--- src/rtl/vec_mem_stage_if.sv ---
// rtl/vec_mem_stage_if.sv - narrow single-word data-memory port
interface vec_mem_stage_if #(
  parameter int AW = 32,
  parameter int DW = 32
);
  logic          mem_req;
  logic          mem_we;
  logic [AW-1:0] mem_addr;
  logic [DW-1:0] mem_wdata;
  logic          mem_gnt;
  logic          mem_rvalid;
  logic [DW-1:0] mem_rdata;

  modport master (
    output mem_req, mem_we, mem_addr, mem_wdata,
    input  mem_gnt, mem_rvalid, mem_rdata
  );

  modport slave (
    input  mem_req, mem_we, mem_addr, mem_wdata,
    output mem_gnt, mem_rvalid, mem_rdata
  );
endinterface

--- src/rtl/vec_mem_stage.sv ---
// rtl/vec_mem_stage.sv - vector MEM-stage sequencer, one lane word per memory transaction
module vec_mem_stage #(
  parameter int LANES = 16,
  parameter int DW    = 32,
  parameter int AW    = 32
) (
  input  logic                       CLK,
  input  logic                       RST,
  input  logic                       MemReadM,
  input  logic                       MemWriteM,
  input  logic [AW-1:0]              BaseAddrM,
  input  logic [LANES-1:0][DW-1:0]   WriteDataM,
  output logic [LANES-1:0][DW-1:0]   ReadDataM,
  output logic                       StallM,
  vec_mem_stage_if.master            mem
);
  localparam int            LW   = (LANES > 1) ? $clog2(LANES) : 1;
  localparam logic [LW-1:0] LAST = LW'(LANES - 1);

  typedef enum logic [1:0] {IDLE, REQ, WAIT, DONE} state_t;

  state_t                     state_q, state_d;
  logic [LW-1:0]              lane_q, lane_d;
  logic                       we_q, we_d;
  logic [LANES-1:0][DW-1:0]   rdata_q, rdata_d;
  logic                       last_lane;
  logic                       op_req;

  assign last_lane = (lane_q == LAST);
  assign op_req    = MemWriteM | MemReadM;

  always_comb begin
    state_d = state_q;
    lane_d  = lane_q;
    we_d    = we_q;
    rdata_d = rdata_q;
    case (state_q)
      IDLE: begin
        if (op_req) begin
          we_d    = MemWriteM;
          lane_d  = '0;
          state_d = REQ;
        end
      end
      REQ: begin
        if (mem.mem_gnt) begin
          if (!we_q) begin
            state_d = WAIT;
          end else if (last_lane) begin
            state_d = DONE;
          end else begin
            lane_d = lane_q + LW'(1);
          end
        end
      end
      WAIT: begin
        if (mem.mem_rvalid) begin
          rdata_d[lane_q] = mem.mem_rdata;
          if (last_lane) begin
            state_d = DONE;
          end else begin
            lane_d  = lane_q + LW'(1);
            state_d = REQ;
          end
        end
      end
      default: state_d = IDLE;
    endcase
  end

  always_ff @(posedge CLK) begin
    if (!RST) begin
      state_q <= IDLE;
      lane_q  <= '0;
      we_q    <= 1'b0;
      rdata_q <= '0;
    end else begin
      state_q <= state_d;
      lane_q  <= lane_d;
      we_q    <= we_d;
      rdata_q <= rdata_d;
    end
  end

  // Stall rises in the IDLE cycle that sees the op so EX/MEM never advances past it
  always_comb begin
    StallM = 1'b0;
    if (RST) begin
      case (state_q)
        IDLE:    StallM = op_req;
        REQ:     StallM = 1'b1;
        WAIT:    StallM = 1'b1;
        default: StallM = 1'b0;
      endcase
    end
  end

  assign mem.mem_req   = RST && (state_q == REQ);
  assign mem.mem_we    = we_q;
  assign mem.mem_addr  = BaseAddrM + AW'({lane_q, 2'b00});
  assign mem.mem_wdata = WriteDataM[lane_q];
  assign ReadDataM     = rdata_q;
endmodule
--- src/flat_wrapper.sv ---
// flat-port wrapper written by rule: the top's interface ports become plain ports
module vec_mem_stage_flat 
#(
  parameter int LANES = 16,
  parameter int DW    = 32,
  parameter int AW    = 32
)
  (CLK, RST, MemReadM, MemWriteM, BaseAddrM, WriteDataM, ReadDataM, StallM, mem_mem_req, mem_mem_we, mem_mem_addr, mem_mem_wdata, mem_mem_gnt, mem_mem_rvalid, mem_mem_rdata);
  vec_mem_stage_if #(.AW(AW), .DW(DW)) mem_i ();
  input  logic CLK;
  input  logic RST;
  input  logic MemReadM;
  input  logic MemWriteM;
  input  logic [AW-1:0] BaseAddrM;
  input  logic [LANES-1:0][DW-1:0] WriteDataM;
  output logic [LANES-1:0][DW-1:0] ReadDataM;
  output logic StallM;
  output wire logic [$bits(mem_i.mem_req)-1:0] mem_mem_req;
  output wire logic [$bits(mem_i.mem_we)-1:0] mem_mem_we;
  output wire logic [$bits(mem_i.mem_addr)-1:0] mem_mem_addr;
  output wire logic [$bits(mem_i.mem_wdata)-1:0] mem_mem_wdata;
  input wire logic [$bits(mem_i.mem_gnt)-1:0] mem_mem_gnt;
  input wire logic [$bits(mem_i.mem_rvalid)-1:0] mem_mem_rvalid;
  input wire logic [$bits(mem_i.mem_rdata)-1:0] mem_mem_rdata;
  assign mem_mem_req = mem_i.mem_req;
  assign mem_mem_we = mem_i.mem_we;
  assign mem_mem_addr = mem_i.mem_addr;
  assign mem_mem_wdata = mem_i.mem_wdata;
  assign mem_i.mem_gnt = mem_mem_gnt;
  assign mem_i.mem_rvalid = mem_mem_rvalid;
  assign mem_i.mem_rdata = mem_mem_rdata;
  vec_mem_stage #(.LANES(LANES), .DW(DW), .AW(AW)) u_core (.CLK(CLK), .RST(RST), .MemReadM(MemReadM), .MemWriteM(MemWriteM), .BaseAddrM(BaseAddrM), .WriteDataM(WriteDataM), .ReadDataM(ReadDataM), .StallM(StallM), .mem(mem_i));
endmodule
--- config.mk ---
export PLATFORM = sky130hd
export DESIGN_NAME = vec_mem_stage_flat
export DESIGN_NICKNAME = d
export VERILOG_FILES = /design/src/rtl/vec_mem_stage_if.sv /design/src/rtl/vec_mem_stage.sv /design/src/flat_wrapper.sv
export SDC_FILE = /design/constraint.sdc
export NUM_CORES = 1
export LEC_CHECK = 0
export BUFFER_PORTS_ARGS = -buffer_cell sky130_fd_sc_hd__buf_4
export CORE_AREA = 2 2 455 457
export CTS_BUF_LIST = sky130_fd_sc_hd__clkbuf_16
export CTS_CLUSTER_DIAMETER = 30
export DETAILED_ROUTE_END_ITERATION = 10
export DIE_AREA = 0 0 457 459
export GPL_TIMING_DRIVEN = 0
export HOLD_SLACK_MARGIN = 0.1
export PLACE_DENSITY_LB_ADDON = 0.2
export SYNTH_ARGS = -nofsm -noshare
export SYNTH_HDL_FRONTEND = slang
export SYNTH_SLANG_ARGS = --single-unit
--- constraint.sdc ---
create_clock -name CLK -period 2.25 [get_ports CLK]
set_input_delay 0 -clock CLK [delete_from_list [all_inputs] [get_ports CLK]]
set_output_delay 0 -clock CLK [all_outputs]
set_load 0.05 [all_outputs]
== Word level (Yosys, flattened, before mapping) ==
Index checks and enable logic that the tools add are counted.
Word-level totals
  register bits: 519
  bits of input ports: 582
  output and inout port bits: 579
Operators by class
  add/sub/neg operators: 2
  magnitude comparators: 2
  equal/unequal tests: 8
  mux-type cells: 20
  bitwise logic cells: 1
  reductions and logical operators: 9
Operators by type and width (number)
  $bwmux 512: 1
  $bmux 32 s4: 1
  $demux 32 s4: 1
  $mux 32: 2
  $add 32x6->32: 1
  $mux 4: 5
  $mux 2: 6
  $pmux 4 s3: 1
  $pmux 2 s3: 1
  $lt 4x5->1 const B: 1
  $reduce_and 5->1: 1
  $add 4x1->4 const B: 1
  $eq 4x4->1 const B: 1
  $ge 4x1->1 const B: 1
  $ne 2x1->1 const B: 2
  $ne 2x2->1 const B: 2
  $reduce_and 2->1: 2
  $reduce_and 4->1: 1
  $ne 3x3->1 const B: 1
  $reduce_bool 3->1: 1
  $eq 2x1->1 const B: 1
  $eq 2x2->1 const B: 1
  $logic_and 1x1->1: 2
  $logic_not 2->1: 1
  4 further kinds: 4

== Logic depth before layout (Yosys ltp) ==
  word-level depth: 5
  depth in mapped cells: 10
  gate-level depth less buffers: 6

== Worst setup path after synthesis ==
OpenSTA, ideal clock, no wires.
  kind: reg2out
  start: register u_core.lane_q[0]
  end: output mem_mem_addr[28]
  data arrival time: 2.391 ns
  setup slack: -0.141 ns
  cell stages (with the launch flop): 8
  cells stage by stage: dfxtp_1 > ha_1 > fa_1 > a21oi_1 > o21ai_0 > clkbuf_1 > nand4_1 > xnor2_1
Between the ends
  word-level cells in the longest chain between the ends: 1
RTL lines
  start: declaration: line vec_mem_stage.sv:23  | logic [LW-1:0] lane_q, lane_d;
  start signal: assignment: line vec_mem_stage.sv:79  | lane_q <= lane_d;
  $add 32x6->32: line vec_mem_stage.sv:100  | assign mem.mem_addr = BaseAddrM + AW'({lane_q, 2'b00});
  end: declaration: line flat_wrapper.sv:20  | output wire logic [$bits(mem_i.mem_addr)-1:0] mem_mem_addr;
Every way passes these cells.

== Final worst setup path ==
  start: register u_core.lane_q[0]
  end: output mem_mem_wdata[25]
Between the ends
  word-level cells in the longest chain between the ends: 2
RTL lines
  $bmux 32 s4: line vec_mem_stage.sv:101  | assign mem.mem_wdata = WriteDataM[lane_q];
  $mux 32 (implied by the code): line vec_mem_stage.sv:101
  end: declaration: line flat_wrapper.sv:21  | output wire logic [$bits(mem_i.mem_wdata)-1:0] mem_mem_wdata;
Every way passes these cells. The select of a mux whose other input is x is not followed.

==> results.json <==
{
  "crit_fanout": 6,
  "switching_power_uw": 13400,
  "clock_latency_ps": 790,
  "vdd_ir_drop_max_uv": 726,
  "grtUsageTotal_pct": 20.0,
  "cts_tree": "yes",
  "antenna_found_initial": 71,
  "drc": 0,
  "worstHoldEndpoint": "u_core.lane_q[2]",
  "drive_above_1_share_pct": 43.9,
  "nFillCells": 22800,
  "multi_input_area_sq_um": 12000,
  "worst_slack_ps": -927,
  "syn-num-nets": 3262,
  "synthArstFlopShare_pct": 0,
  "max_cap_viol_count": 0,
  "io_pins": 1161,
  "skew_ps": 74.0,
  "vias": 26900,
  "timing.hold.ws_ps": 195,
  "syn-cell-area_sq_um": 22700,
  "area_delta_synth_final_pct": 94.0,
  "violations": "setup timing",
  "path_class": "flop to primary output",
  "period_needed_ps": 3180,
  "die_h_microns": 459,
  "num-nets-final": 4710,
  "synth_area_leader_cell": "dfxtp_1",
  "cts_buffers": 173,
  "cts_buffer_depth": 3,
  "reg2reg_depth": 15,
  "tightest_slew_ps": 1450,
  "slowest_delay_ps": 760,
  "ys_warn_count": 0,
  "hold_viol": 0,
  "hpwl_microns": 179000,
  "vias_per_cell": 3.85,
  "max_freq_mhz": 315,
  "clkPwrFrac_pct": 53.0,
  "worstSetupEndpointType": "primary output",
  "drtIter0Drc": 1442,
  "power.leakage_uw": 0.0172,
  "startpoint_type": "flop",
  "run_status": "complete, but fails checks",
  "synth_edf_count": 0,
  "holdCritStartpoint": "RST",
  "ys.flop_type": "dfxtp_1",
  "timing.rr.end": "u_core.ReadDataM[154]",
  "yosys.cell_types.count": 36,
  "clock-sinks": 519,
  "holdPathStages": 3,
  "p_per_area_nw_per_um2": 977,
  "power_uw": 43000,
  "cpMaxStageDelayCell": "mux4_2",
  "synthTopCellsByCount": "nand2_1 (1,047), a21oi_1 (520), dfxtp_1 (519)",
  "r2r-start": "u_core.lane_q[0]",
  "comb_power_share_pct": 25.2,
  "finalWeightedCongestion": 0.957,
  "grt_pass1_wl_microns": 276000,
  "start_util_pct": 11.0,
  "dp_cells": 6504,
  "p_int_uw": 29600,
  "cts_max_level": 4,
  "routed_wl_microns": 219000,
  "slew_violations": 0,
  "rrSetupSlack_ps": -450,
  "first_global_vias": 26600,
  "switching_share_pct": 31.1,
  "cts-root-buf": "clkbuf_16",
  "yosys-top-cells-area": "dfxtp_1 (46%), nand2_1 (17%), mux4_2 (16%)",
  "fin_cells": 6994,
  "wl_per_cell_microns": 31.3,
  "synth_top_area_share_pct": 45.8,
  "grt_max_degree": 17,
  "post-route-period-util_pct": 141,
  "final_core_util_pct": 21.4,
  "setup_viol": 465,
  "path_cells": "clkbuf_16 > buf_16 > buf_16 > mux4_2 > mux4_2 > buf_8",
  "die_x_microns": 457,
  "yosysMostFrequentCell": "nand2_1",
  "ys_seq_area_share_pct": 45.8,
  "max_slew_margin_pct": 3.48,
  "hold_path_class": "input pin to flop",
  "core-area_sq_um": 206000,
  "ant_nets": 0,
  "overflow": 0,
  "cp_data_arrival_time_ps": 3180,
  "fp-row-count": 167,
  "clk_pin_slew_ps": 40,
  "p_seq_share_pct": 21.9,
  "seqCellArea_sq_um": 10400,
  "grt_setup_unrepaired": "yes",
  "portBuffers": 1126,
  "synthCells": 2667,
  "die_area_sq_um": 210000,
  "synth_area_per_cell_sq_um": 8.50,
  "dr.pass1.iters": 5,
  "synth_seq_cells": 519,
  "worstPathRequired_ps": 2250
}
worst max path at each step:
| stage | start | end | slack, ps | cells after the start |
|---|---|---|---|---|
| after floorplan | u_core.lane_q[3] | mem_mem_addr[23] | 7 | 6 |
| after global placement | u_core.lane_q[0] | u_core.ReadDataM[86] | -2620 | 10 |
| after detailed placement | u_core.lane_q[1] | u_core.ReadDataM[188] | -1850 | 10 |
| after CTS | u_core.lane_q[0] | mem_mem_wdata[25] | -930 | 6 |
| after global routing | u_core.lane_q[0] | mem_mem_wdata[25] | -940 | 6 |
| final | u_core.lane_q[0] | mem_mem_wdata[25] | -930 | 6 |
routing by layer:
metal	part of all wire [%]	vias to the layer above	global-route usage [%]
li1	-	12000	-
met1	44	13400	25.5
met2	44	1241	31.3
met3	9.4	261	7.98
met4	2.6	24	5.20
met5	0.073	-	0
stage by stage:
stage	instance area, sq um	setup WS [ps]	TNS, ps
5_1_grt	43900	-941	-161310
3_3_place_gp	34600	-2620	-751940
3_5_place_dp	34800	-1850	-631580
6_report	44000	-927	-109740
2_1_floorplan	22800	6.95	0
4_1_cts	42800	-933	-241290
area by class of cell:
type / count / share of cell area [%]
Antenna cell: 32 / 0.182
Buffer: 262 / 4.45
Clock buffer: 173 / 9.84
Clock inverter: 145 / 2.90
Inverter: 11 / 0.122
Multi-Input combinational cell: 1874 / 27.4
Sequential cell: 519 / 23.6
Tap cell: 2704 / 7.69
Timing Repair Buffer: 1274 / 23.8
what timing repair did:
item                                    4_1_cts  5_1_grt
hold buffers                                 39        0
endpoints found under the setup margin      576      574
resized for setup                           338      315
buffers inserted                             58       33
cloned                                       11        3
hold endpoints to repair                    276        0
pin swaps                                    19       32
kinds of logic (layout without fill, tap and decap cells):
group                    after synthesis  count (layout)  synth area share [%]
adder cells (fa/ha/maj)               13              13                 0.750
XOR/XNOR                              27              27                  1.04
AO/OA/AOI/OAI                        532             532                  11.9
flip-flops                           519             519                  45.8
buffers and inverters                274            1865                  4.97
other                                  0              32                     0
multiplexers                         162             162                  16.0
AND/OR/NAND/NOR                     1140            1140                  19.6
sequential cells by signal (all words and copies together), names as in the netlist:
signal	cells
u_core.lane_q	4
u_core.state_q	2
u_core.mem.mem_we	1
u_core.ReadDataM	512
placed cells by master (no fill, tap or decap), drive strengths merged, types with 2 or more instances in the layout:
master	netlist	final
buf	29	1283
nand2	1047	1047
a21oi	520	520
dfxtp	519	519
clkbuf	234	384
mux4	160	160
clkinv	0	74
inv	11	60
dlygate4sd3	0	39
diode	0	32
xnor2	25	25
nand3	23	23
nor2	20	20
nand4	16	16
bufinv	0	15
ha	12	12
and3	10	10
nor3	8	8
clkinvlp	0	7
nand2b	5	5
and4	4	4
o21ai	4	4
nor2b	4	4
clkdlybuf4s15	0	2
mux2i	2	2
xor2	2	2
power by group through the flow:
stage	Clock, uW	Combinational, uW	Sequential, uW
2_1_floorplan	0	4280	9740
3_3_place_gp	0	8660	9550
3_5_place_dp	0	8640	9560
4_1_cts	23200	10500	9410
5_1_grt	23800	11100	9410
6_report	22800	10800	9410
worst max-delay path: cells and delay by family, from the launching register on:
kind	cells	cell delay, ps
buf+inv	4	630
mux	2	1340
flops	1	370
No activity file was read; power rests on OpenSTA's default activity.
